[src/rtl/mips_pkg.sv]
// mips_pkg: shared MIPS-I encodings for the MEM/WB boundary.
// Contents:
//   - Datapath widths and the default jal link register.
//   - Opcode and funct encodings used by writeback decode.
//   - The load_kind_e classification and the load_kind/is_load helpers.
package mips_pkg;

    localparam int          DW_DEF   = 32;
    localparam int          RA_W_DEF = 5;
    localparam logic [4:0]  LINK_R_DEF = 5'd31;

    localparam logic [5:0] OP_RTYPE = 6'b000000;
    localparam logic [5:0] OP_JAL   = 6'b000011;
    localparam logic [5:0] OP_ADDI  = 6'b001000;
    localparam logic [5:0] OP_ADDIU = 6'b001001;
    localparam logic [5:0] OP_SLTI  = 6'b001010;
    localparam logic [5:0] OP_SLTIU = 6'b001011;
    localparam logic [5:0] OP_ANDI  = 6'b001100;
    localparam logic [5:0] OP_ORI   = 6'b001101;
    localparam logic [5:0] OP_XORI  = 6'b001110;
    localparam logic [5:0] OP_LUI   = 6'b001111;
    localparam logic [5:0] OP_LB    = 6'b100000;
    localparam logic [5:0] OP_LH    = 6'b100001;
    localparam logic [5:0] OP_LW    = 6'b100011;
    localparam logic [5:0] OP_LBU   = 6'b100100;
    localparam logic [5:0] OP_LHU   = 6'b100101;

    localparam logic [5:0] FN_JR    = 6'b001000;

    typedef enum logic [2:0] {
        LD_NONE,
        LD_B,
        LD_BU,
        LD_H,
        LD_HU,
        LD_W
    } load_kind_e;

    function automatic load_kind_e load_kind(input logic [5:0] op);
        load_kind_e k;
        case (op)
            OP_LB:   k = LD_B;
            OP_LBU:  k = LD_BU;
            OP_LH:   k = LD_H;
            OP_LHU:  k = LD_HU;
            OP_LW:   k = LD_W;
            default: k = LD_NONE;
        endcase
        return k;
    endfunction

    function automatic logic is_load(input logic [5:0] op);
        return load_kind(op) != LD_NONE;
    endfunction

endpackage

[src/rtl/mem_load_align.sv]
// mem_load_align: combinational big-endian lane select and extension of a
// data-memory word for the MIPS-I load family.
// Ports:
//   word_i        [31:0]  raw memory word
//   addr_i        [1:0]   low address bits of the load
//   op_i          [5:0]   load opcode (non-loads produce 0 / no flag)
//   data_o        [31:0]  aligned, extended load value
//   misaligned_o          half with addr[0]=1 or word with addr!=0
module mem_load_align
    import mips_pkg::*;
(
    input  logic [31:0] word_i,
    input  logic [1:0]  addr_i,
    input  logic [5:0]  op_i,
    output logic [31:0] data_o,
    output logic        misaligned_o
);

    logic [7:0]  byte_sel;
    logic [15:0] half_sel;
    load_kind_e  kind;

    always_comb begin
        kind = load_kind(op_i);

        // Big-endian lanes: address 0 is the most significant byte.
        case (addr_i)
            2'd0:    byte_sel = word_i[31:24];
            2'd1:    byte_sel = word_i[23:16];
            2'd2:    byte_sel = word_i[15:8];
            default: byte_sel = word_i[7:0];
        endcase

        half_sel = addr_i[1] ? word_i[15:0] : word_i[31:16];

        data_o       = 32'd0;
        misaligned_o = 1'b0;
        case (kind)
            LD_B:  data_o = {{24{byte_sel[7]}}, byte_sel};
            LD_BU: data_o = {24'd0, byte_sel};
            LD_H: begin
                data_o       = {{16{half_sel[15]}}, half_sel};
                misaligned_o = addr_i[0];
            end
            LD_HU: begin
                data_o       = {16'd0, half_sel};
                misaligned_o = addr_i[0];
            end
            LD_W: begin
                data_o       = word_i;
                misaligned_o = (addr_i != 2'd0);
            end
            default: begin
                data_o       = 32'd0;
                misaligned_o = 1'b0;
            end
        endcase
    end

endmodule

[src/rtl/mem_wb_stage.sv]
// mem_wb_stage: MEM/WB pipeline boundary of a 5-stage MIPS-I core.
// Captures the EX/MEM slot, aligns load data returned one cycle later by
// data memory, and drives the register-file write port.
// Ports:
//   clk, reset            rising-edge clock, async active-high reset
//   in_valid              EX/MEM slot holds a real instruction
//   in_instruction [31:0] instruction in the EX/MEM slot
//   in_alu_result  [31:0] ALU result / load address / jal link value
//   mem_read_data  [31:0] data-memory word, valid the cycle after capture
//   stall, flush          hold the stage / kill the captured instruction
//   wb_valid              stage holds a live instruction
//   wb_reg_write          register-file write enable
//   wb_write_reg           destination register
//   wb_write_data          writeback data
//   wb_misaligned          live load with a misaligned address
module mem_wb_stage
    import mips_pkg::*;
#(
    parameter int         DW     = DW_DEF,
    parameter int         RA_W   = RA_W_DEF,
    parameter logic [4:0] LINK_R = LINK_R_DEF
) (
    input  logic            clk,
    input  logic            reset,
    input  logic            in_valid,
    input  logic [DW-1:0]   in_instruction,
    input  logic [DW-1:0]   in_alu_result,
    input  logic [DW-1:0]   mem_read_data,
    input  logic            stall,
    input  logic            flush,
    output logic            wb_valid,
    output logic            wb_reg_write,
    output logic [RA_W-1:0] wb_write_reg,
    output logic [DW-1:0]   wb_write_data,
    output logic            wb_misaligned
);

    logic          valid_q,      valid_d;
    logic [31:0]   instr_q,      instr_d;
    logic [31:0]   alu_q,        alu_d;
    logic          hold_valid_q, hold_valid_d;
    logic [31:0]   hold_data_q,  hold_data_d;

    logic [5:0]    op;
    logic [5:0]    funct;
    logic [4:0]    rt;
    logic [4:0]    rd;
    logic          writes;
    logic          use_load;
    logic [4:0]    dest;
    logic [31:0]   load_word;
    logic [31:0]   load_data;
    logic          load_mis;
    logic          unused_bits;

    assign op          = instr_q[31:26];
    assign rt          = instr_q[20:16];
    assign rd          = instr_q[15:11];
    assign funct       = instr_q[5:0];
    assign unused_bits = ^{instr_q[25:21], instr_q[10:6]};

    always_ff @(posedge clk or posedge reset) begin
        if (reset) begin
            valid_q      <= 1'b0;
            instr_q      <= 32'd0;
            alu_q        <= 32'd0;
            hold_valid_q <= 1'b0;
            hold_data_q  <= 32'd0;
        end else begin
            valid_q      <= valid_d;
            instr_q      <= instr_d;
            alu_q        <= alu_d;
            hold_valid_q <= hold_valid_d;
            hold_data_q  <= hold_data_d;
        end
    end

    always_comb begin
        valid_d = valid_q;
        instr_d = instr_q;
        alu_d   = alu_q;
        if (flush) begin
            valid_d = 1'b0;
        end else if (!stall) begin
            valid_d = in_valid;
            instr_d = in_instruction;
            alu_d   = in_alu_result;
        end

        // Memory only returns the word for one cycle; park it on the first
        // stalled edge so the eventual writeback sees the original value.
        hold_valid_d = hold_valid_q;
        hold_data_d  = hold_data_q;
        if (!stall || flush) begin
            hold_valid_d = 1'b0;
        end else if (valid_q && is_load(op) && !hold_valid_q) begin
            hold_valid_d = 1'b1;
            hold_data_d  = mem_read_data;
        end
    end

    assign load_word = hold_valid_q ? hold_data_q : mem_read_data;

    mem_load_align u_align (
        .word_i       (load_word),
        .addr_i       (alu_q[1:0]),
        .op_i         (op),
        .data_o       (load_data),
        .misaligned_o (load_mis)
    );

    always_comb begin
        writes   = 1'b0;
        use_load = 1'b0;
        dest     = 5'd0;
        case (op)
            OP_RTYPE: begin
                writes = (funct != FN_JR);
                dest   = rd;
            end
            OP_ADDI, OP_ADDIU, OP_SLTI, OP_SLTIU,
            OP_ANDI, OP_ORI, OP_XORI, OP_LUI: begin
                writes = 1'b1;
                dest   = rt;
            end
            OP_JAL: begin
                writes = 1'b1;
                dest   = LINK_R;
            end
            OP_LB, OP_LH, OP_LW, OP_LBU, OP_LHU: begin
                writes   = 1'b1;
                use_load = 1'b1;
                dest     = rt;
            end
            default: begin
                writes = 1'b0;
                dest   = 5'd0;
            end
        endcase
    end

    always_comb begin
        wb_valid      = valid_q;
        wb_reg_write  = valid_q && writes && (dest != 5'd0) && !stall;
        wb_write_reg  = '0;
        wb_write_data = '0;
        if (valid_q && writes) begin
            wb_write_reg  = RA_W'(dest);
            wb_write_data = DW'(use_load ? load_data : alu_q);
        end
        wb_misaligned = valid_q && use_load && load_mis;
    end

endmodule

[config.mk]
export PLATFORM = sky130hd
export DESIGN_NAME = mem_wb_stage
export DESIGN_NICKNAME = d
export VERILOG_FILES = /design/src/rtl/mips_pkg.sv /design/src/rtl/mem_load_align.sv /design/src/rtl/mem_wb_stage.sv
export SDC_FILE = /design/constraint.sdc
export NUM_CORES = 1
export LEC_CHECK = 0
export CORE_MARGIN = 8
export CORE_UTILIZATION = 55
export CTS_BUF_LIST = sky130_fd_sc_hd__clkbuf_4 sky130_fd_sc_hd__clkbuf_8
export DETAILED_ROUTE_END_ITERATION = 7
export DONT_BUFFER_PORTS = 1
export PLACE_DENSITY = 0.73
export SLEW_MARGIN = 10
export SYNTH_ARGS = -nofsm -noshare
export SYNTH_HDL_FRONTEND = slang
export SYNTH_SLANG_ARGS = --single-unit
[constraint.sdc]
create_clock -name clk -period 3.25 [get_ports clk]
set_clock_uncertainty 0.2 [all_clocks]
set_input_delay 0.65 -clock clk [delete_from_list [all_inputs] [get_ports clk]]
set_output_delay 0.65 -clock clk [all_outputs]
set_load 0.05 [all_outputs]
==> results of run 1 <==
## layout by cell type, fill, tap and decap left out, types with 3 or more instances in the layout
master	synthesis	final
dfrtp_1	88	85
a221oi_1	5	5
a21oi_1	19	8
nor2_1	11	7
clkbuf_4	0	3
inv_1	5	4
buf_12	0	12
a222oi_1	7	7
buf_4	1	44
buf_6	8	21
o21ai_0	7	7
a31oi_1	7	4
a21oi_2	8	12
mux2_2	110	110
a22oi_1	29	29
clkbuf_8	0	10
a21oi_4	1	8
mux4_2	20	20
clkinv_2	0	3
nand2_1	13	13
nand3_1	5	5
dfrtp_2	0	3
nor2_2	2	4
mux2_4	3	3
## cells by family (layout without fill, tap and decap cells)
kind of cell    count (synthesis)  in the layout  synth area share
compound gates                 94             95             0.135
flops                          88             88             0.428
mux                           134            134             0.339
xor+xnor                        1              1           0.00170
simple gates                   50             50            0.0518
buf+inv                        40             99            0.0447
## stage by stage
stage	instances	setup TNS (ps)	total power, uW	worst slack [ps]	hold WS [ps]
2_1_floorplan	407	0	1850	2.63	270
3_3_place_gp	550	0	1990	29.4	280
3_5_place_dp	550	-37.8	2030	-22.0	284
4_1_cts	573	-277	2770	-40.3	45.7
5_1_grt	578	-1350	2930	-121	85.1
6_report	578	-125	2810	-46.4	36.5
## worst max-delay path: cells and delay by family, from the launching register on
| kind | cells | cell delay [ps] |
|---|---|---|
| and+or+nand+nor | 1 | 580 |
| buffers and inverters | 2 | 380 |
| AOI/OAI and AO/OA | 3 | 740 |
| DFF | 1 | 400 |
## sequential cells by signal (all words and copies together), names as in the netlist
name / count
hold_data_q: 32
instr_q: 22
hold_valid_q: 1
wb_valid: 1
alu_q: 32
## path summary, 6_finish.rpt
| path | from | endpoint | cells after the start |
|---|---|---|---|
| max in group asynchronous | reset | instr_q[31]$_DFFE_PP0P_ | 2 |
| min | reset | instr_q[17]$_DFFE_PP0P_ | 1 |
| min in group clk | flush | wb_valid$_DFFE_PP0N_ | 1 |
| max | instr_q[29]$_DFFE_PP0P_ | wb_reg_write | 6 |
| min reg2reg | hold_data_q[0]$_DFFE_PP0P_ | hold_data_q[0]$_DFFE_PP0P_ | 1 |
| max reg2reg | instr_q[31]$_DFFE_PP0P_ | hold_data_q[25]$_DFFE_PP0P_ | 6 |
## power breakdown
| group | switching [uW] | leakage [uW] | internal (uW) |
|---|---|---|---|
| registers | 133 | 0.00110 | 1250 |
| clock network | 387 | 0.0000937 | 323 |
| logic | 352 | 0.00133 | 364 |
## per-layer routing
layer | up-vias | global-route usage | share of wire
met5 | - | 0 | 0
met4 | 0 | 0.0818 | 0.018
met3 | 22 | 0.0729 | 0.084
met2 | 166 | 0.365 | 0.50
met1 | 1949 | 0.271 | 0.40
li1 | 1696 | - | -
## layout make-up
class	instances	area share
Sequential cell	88	0.348
Timing Repair Buffer	78	0.132
Multi-Input combinational cell	280	0.467
Inverter	5	0.00315
Tap cell	111	0.0219
Clock inverter	3	0.00276
Clock buffer	13	0.0252
## repair_timing
action | in CTS | in global routing
gates resized for setup | 13 | 47
setup buffers | 5 | 5
endpoints found under the setup margin | 39 | 39
gates cloned | 2 | 0
pin swaps | 4 | 5
==> metrics.csv, run 1 <==
metric,value,unit
status,"finished, violations left",
failed_checks,negative setup slack,
root_buffer,clkbuf_8,
antenna_left,0,
cp_slowest_stage_delay,580,ps
hold_viol,0,
synthesis.nets,508,
htreeDepth,3,
multi_input_area,2970,um2
cts.sinks,88,
max_freq,0.303,GHz
power_density,443,nW/um2
synth_common_cells,"mux2_2 (110), dfrtp_1 (88), a22oi_1 (29)",
synth.top_cell.area_share,0.428,
synth_edf_count,0,
async_flop_share,1.00,
cts_made_buffers,9,
drive_gt1_frac,0.589,
row_count,35,
yosysSeqAreaShare,0.428,
antenna_found_initial,0,
area_delta_synth_final,23.3,%
cp_slowest_cell,or4_4,
startpoint_type,flip-flop,
grt_pass1_wl,22300,um
num_vias,3833,
die_w,113,um
hold_class,in2async,
register_area,2210,um2
ctsHoldBuffers,0,
clk_path_buf_depth,2,
ir_worst_vdd,0.293,mV
clk_latency,350,ps
r2r_setup_slack,1110,ps
max-slew-margin-rel,0.564,
grt_max_degree,38,
path_cells,"or4_4, a311oi_4, buf_4, o31ai_4, a211oi_2, buf_6",
gp_congestion,0.884,
synth_cell_type_count,46,
io_pins,141,
finalWirelength,14500,um
power_leakage,0.00252,uW
grt_pass1_vias,4048,
rsz0062_at_grt,true,
die_height,113,um
worst_slew_pin_slew,654,ps
yosysWarnings,0,
yosysTopAreaCell,dfrtp_1,
drt_iter0_markers,199,
drc_errors,0,
start_util,0.562,
track_usage,0.224,
maxCapViolations,0,
synth-seq-cells,88,
cts.clk_slew.worst_paths,90,ps
final_net_count,563,
cts_tree,done,
core_area,9150,um2
viasPerCell,6.63,
io_buffers,0,
setup_slack,-46.4,ps
endpoint_kind,primary output,
arrival,2450,ps
n_antenna_cell,0,
path_class,reg2out,
dp_hpwl,9970,um
synth_ff_type,dfrtp_1,
synth_area,5150,um2
synth.top_cells.by_area,"dfrtp_1 (43%), mux2_2 (24%), mux4_2 (8.8%), a22oi_1 (4.2%), a21oi_1 (1.8%)",
place_area,5760,um2
syn_area_per_cell,12.6,um2
nFillCells,628,
fin_area,6350,um2
wl_per_cell,25.1,um
post-route-min-period,3300,ps
final-setup-viol-count,3,
die_area,12700,um2
drv_slew,0,
period_share,1.01,
overflow,0,
crit_fanout,10,
synth_most_common_cell,mux2_2,
crit_required,2400,ps
synthesis.instances,407,
utilization,0.694,
dr.pass1.iters,5,
Power figures use the tool's default switching activity.
==> inputs of run 2 (changes only) <==
- SYNTH_HIERARCHICAL: default -> 1
==> metrics.csv, run 2 <==
metric,value,unit
setup_slack,-171,ps
synth.top_cells.by_area,"dfrtp_1 (41%), mux2_2 (20%), mux2_1 (6.3%), nand2_1 (4.8%), mux4_2 (3.4%)",
grt_pass1_vias,4225,
viasPerCell,6.16,
period_share,1.05,
drt_iter0_markers,289,
antenna_left,0,
cp_slowest_cell,mux4_2,
overflow,0,
crit_fanout,8,
path_cells,"buf_6, mux2_4, mux4_2, and3_4, a221o_1, nand2_1, a21oi_2, buf_12",
arrival,2570,ps
synthSimpleGateAreaFrac,0.104,
layout_common_cells,"dfrtp_1 (85), mux2_2 (76), nand2_1 (67)",
hold_class,in2reg,
critical_path_buf_inv_count,2,
io_pins,141,
finalPower,3050,uW
dp_hpwl,10800,um
hold_viol,0,
power_leakage,0.00283,uW
synth_common_cells,"mux2_2 (94), dfrtp_1 (88), nand2_1 (68)",
clk_latency,360,ps
r2r_end,hold_data_q[11]$_DFFE_PP0P_,
post-route-min-period,3420,ps
nFillCells,713,
synth_ff_type,dfrtp_1,
synth_area,5360,um2
crit_end,wb_write_data[10],
antenna_found_initial,1,
num_vias,4106,
synth_fa_ha_area_frac,0,
cts_tree,done,
max-slew-margin-rel,0.536,
cts_made_buffers,9,
synth.top_cell.area_share,0.411,
path_class,reg2out,
synth-seq-cells,88,
startpoint_type,flip-flop,
crit_start,hold_valid_q$_DFFE_PP0P_,
row_count,36,
r2r_setup_slack,910,ps
routed-wl-met2,7840,um
synthesis.instances,473,
cp_slowest_stage_delay,500,ps
critPathTopFamily,multiplexers,
worstReg2RegStart,instr_q[28]$_DFFE_PP0P_,
wl_met3,1150,um
drv_slew,0,
r2r_cells,6,
highest_layer,met4,
htreeDepth,3,
die_height,115,um
clk_path_buf_depth,2,
final-setup-viol-count,31,
drc_errors,0,
worst_slew_pin_slew,696,ps
place_area,6150,um2
start_util,0.559,
finalWirelength,15000,um
muxShareOfSynthArea,0.314,
io_buffers,0,
die_area,13200,um2
utilization,0.712,
rsz0062_at_grt,true,
grt_max_degree,56,
status,"finished, violations left",
track_usage,0.222,
power_density,446,nW/um2
endpoint_kind,primary output,
failed_checks,negative setup slack,
cts.sinks,88,
core_area,9590,um2
worst_hold_slack,142,ps
maxCapViolations,0,
async_flop_share,1.00,
drt-met1-wl,5760,um
fin_area,6830,um2
synthXorXnorAreaFrac,0.00163,
max_freq,0.292,GHz
yosysTopAreaCell,dfrtp_1,
yosysSeqAreaShare,0.411,
synth_most_common_cell,mux2_2,
yosysWarnings,6,
area_delta_synth_final,27.5,%
gp_congestion,0.918,
final_net_count,629,
syn_area_per_cell,11.3,um2
wl_per_cell,22.5,um
ir_worst_vdd,0.290,mV
final_common_cell,dfrtp_1,
cts.clk_slew.worst_paths,90,ps
die_w,115,um
synth_top_family_by_area,multiplexers,
grt_pass1_wl,22500,um
synth-compound-area-share,0.131,
root_buffer,clkbuf_8,
worst-path-stages,8,
drive_gt1_frac,0.488,
synth_cell_type_count,45,
dr.pass1.iters,5,
synth_edf_count,0,
synthesis.nets,574,
top_regs,"alu_q: 32 flops, hold_data_q: 32 flops, instr_q: 22 flops",
crit_required,2400,ps
[run 2: cell types whose count changed after synthesis, sizes merged, moves of 8 or more]
cell	before	now
a221o	0	8
nand3	6	18
nand2	13	68
mux4	20	8
a21oi	28	36
mux2	113	125
a22oi	29	0
mux2i	1	9
o2bb2ai	0	16
o211ai	0	8
[run 2: per-stage QoR]
stage,setup WS (ps),std cells,TNS [ps]
CTS,-168,650,-1900
detailed placement,126,631,0
global route,-233,667,-5030
finish,-171,667,-2910
global placement,126,631,0
floorplan,8.79,473,0
[run 2: timing repair]
action                                 CTS  global route
resized for setup                        7            48
setup endpoints to repair               33            38
endpoints found under the hold margin   17             0
hold buffers                             1             0
buffers inserted                         2            12
gates cloned                             0             4
pin swaps                                1            17
[run 2: cell type report]
type                       count  area [um2]  area share
multi-input combinational    345        3210       0.469
timing repair buffer          80         998       0.146
sequential                    88        2210       0.323
tap                          133         166      0.0244
clock inverter                 4        76.3      0.0112
inverter                       4        16.3     0.00238
antenna                        1        2.50    0.000366
clock buffer                  12         159      0.0233
[run 2: layer usage]
| layer | track usage | vias up |
|---|---|---|
| met4 | 0.0946 | 0 |
| li1 | - | 1849 |
| met2 | 0.374 | 163 |
| met5 | 0 | - |
| met3 | 0.0643 | 23 |
| met1 | 0.259 | 2071 |
[run 2: worst reg2reg max path, cell delays in order (launching register included)]
cell and delay (ps):
dfrtp_1 420, nand2b_1 240, a211oi_4 250, buf_4 340, nand3_2 110, buf_4 270, mux2_1 390
[run 2: power breakdown]
part,internal (uW),switching (uW),leakage (uW)
Sequential,1250,119,0.00109
Combinational,372,409,0.00162
Clock,486,408,0.000116
Total,2110,936,0.00283
[run 2: logic make-up after synthesis]
kind of cell    count (synthesis)
simple gates                  118
compound gates                 84
buf+inv                        40
xor+xnor                        1
mux                           142
flops                          88
[run 2: worst min path at each step]
stage	slack [ps]	startpoint	to	cells after the start
global route	130	flush	hold_valid_q$_DFFE_PP0P_	1
global placement	270	hold_data_q[10]$_DFFE_PP0P_	hold_data_q[10]$_DFFE_PP0P_	1
detailed placement	280	hold_data_q[10]$_DFFE_PP0P_	hold_data_q[10]$_DFFE_PP0P_	1
floorplan	260	hold_data_q[0]$_DFFE_PP0P_	hold_data_q[0]$_DFFE_PP0P_	1
finish	140	flush	wb_valid$_DFFE_PP0N_	1
CTS	130	flush	hold_valid_q$_DFFE_PP0P_	1
==> inputs of run 3 (changes only) <==
- MAX_ROUTING_LAYER: default -> met4
- SYNTH_HIERARCHICAL: 1 -> default
==> metrics.csv, run 3 (same netlist as run 1, synthesis figures left out) <==
metric,value,unit
r2r_end,hold_data_q[28]$_DFFE_PP0P_,
final_common_cell,mux2_2,
final-setup-viol-count,3,
finalPower,2810,uW
place_area,5760,um2
cts.sinks,88,
worst_hold_slack,32.0,ps
register_area,2210,um2
worst-path-stages,6,
ctsHoldBuffers,0,
viasPerCell,6.57,
worstReg2RegStart,instr_q[31]$_DFFE_PP0P_,
r2r_cells,6,
drive_gt1_frac,0.589,
drv_slew,0,
maxCapViolations,0,
antenna_left,0,
failed_checks,negative setup slack,
power_density,443,nW/um2
hold_class,in2async,
num_vias,3795,
dr.pass1.iters,5,
startpoint_type,flip-flop,
arrival,2450,ps
grt_pass1_vias,4052,
clk_path_buf_depth,2,
path_class,reg2out,
n_antenna_cell,0,
overflow,0,
ir_worst_vdd,0.289,mV
cp_slowest_stage_delay,580,ps
area_delta_synth_final,23.3,%
io_buffers,0,
multi_input_area,2970,um2
critical_path_buf_inv_count,2,
period_share,1.01,
clk_latency,350,ps
drt_iter0_markers,207,
fin_area,6350,um2
hold_viol,0,
layout_common_cells,"mux2_2 (110), dfrtp_1 (85), buf_4 (44)",
endpoint_kind,primary output,
row_count,35,
rsz0062_at_grt,true,
setup_slack,-47.7,ps
finalWirelength,14500,um
status,"finished, violations left",
max-slew-margin-rel,0.567,
cp_slowest_cell,or4_4,
drc_errors,0,
utilization,0.694,
crit_required,2400,ps
cts_tree,done,
grt_max_degree,38,
final_net_count,563,
max_freq,0.303,GHz
power_leakage,0.00252,uW
core_area,9150,um2
wl_per_cell,25.0,um
crit_fanout,10,
grt_pass1_wl,22200,um
io_pins,141,
root_buffer,clkbuf_8,
worst_slew_pin_slew,649,ps
post-route-min-period,3300,ps
dp_hpwl,9970,um
htreeDepth,3,
die_area,12700,um2
r2r_setup_slack,1120,ps
critPathTopFamily,compound AO/OA/AOI/OAI gates,
cts.clk_slew.worst_paths,90,ps
die_w,113,um
track_usage,0.230,
cts_made_buffers,9,
top_regs,"alu_q: 32 flops, hold_data_q: 32 flops, instr_q: 22 flops",
gp_congestion,0.899,
antenna_found_initial,0,
nFillCells,628,
start_util,0.562,
path_cells,"or4_4, a311oi_4, buf_4, o31ai_4, a211oi_2, buf_6",
die_height,113,um
[run 3: metal layers]
| metal | vias to the layer above | GRT usage | wire length (um) |
|---|---|---|---|
| li1 | 1690 | - | - |
| met4 | 0 | 0.0845 | 281 |
| met3 | 25 | 0.0687 | 1180 |
| met5 | - | - | 0 |
| met1 | 1908 | 0.272 | 5700 |
| met2 | 172 | 0.366 | 7310 |
[run 3: how the worst max path moves through the flow]
stage          slack (ps)                 to               startpoint
2_1_floorplan           3   wb_write_data[0]  instr_q[29]$_DFFE_PP0P_
3_3_place_gp           30  wb_write_data[10]   instr_q[4]$_DFFE_PP0P_
3_5_place_dp          -20  wb_write_data[10]   instr_q[4]$_DFFE_PP0P_
4_1_cts               -40   wb_write_data[2]  instr_q[29]$_DFFE_PP0P_
5_1_grt              -120  wb_write_data[15]  instr_q[29]$_DFFE_PP0P_
6_report              -50       wb_reg_write  instr_q[29]$_DFFE_PP0P_
[run 3: what timing repair did]
action,CTS,global route
gates cloned,2,0
setup endpoints to repair,39,39
resized for setup,13,47
endpoints found under the hold margin,0,0
pin swaps,4,5
buffers inserted,5,5
[run 3: layout make-up]
| class | instances | area share |
|---|---|---|
| multi-input cells | 280 | 0.467 |
| well taps | 111 | 0.0219 |
| flip-flops and latches | 88 | 0.348 |
| repair buffers | 78 | 0.132 |
| clock buffers | 13 | 0.0252 |
| clock inverters | 3 | 0.00276 |
| inverters | 5 | 0.00315 |
[run 3: metrics by stage]
step | std cells | TNS [ps] | setup WS, ps
floorplan | 407 | 0 | 2.63
global placement | 550 | 0 | 29.4
detailed placement | 550 | -37.8 | -22.0
CTS | 573 | -277 | -40.3
global route | 578 | -1430 | -123
finish | 578 | -132 | -47.7
[run 3: power by group]
part	switching [uW]	total (uW)	internal (uW)	leakage, uW
Sequential	133	1390	1250	0.00110
Combinational	350	714	364	0.00133
Clock	387	710	323	0.0000937
Total	870	2810	1940	0.00252
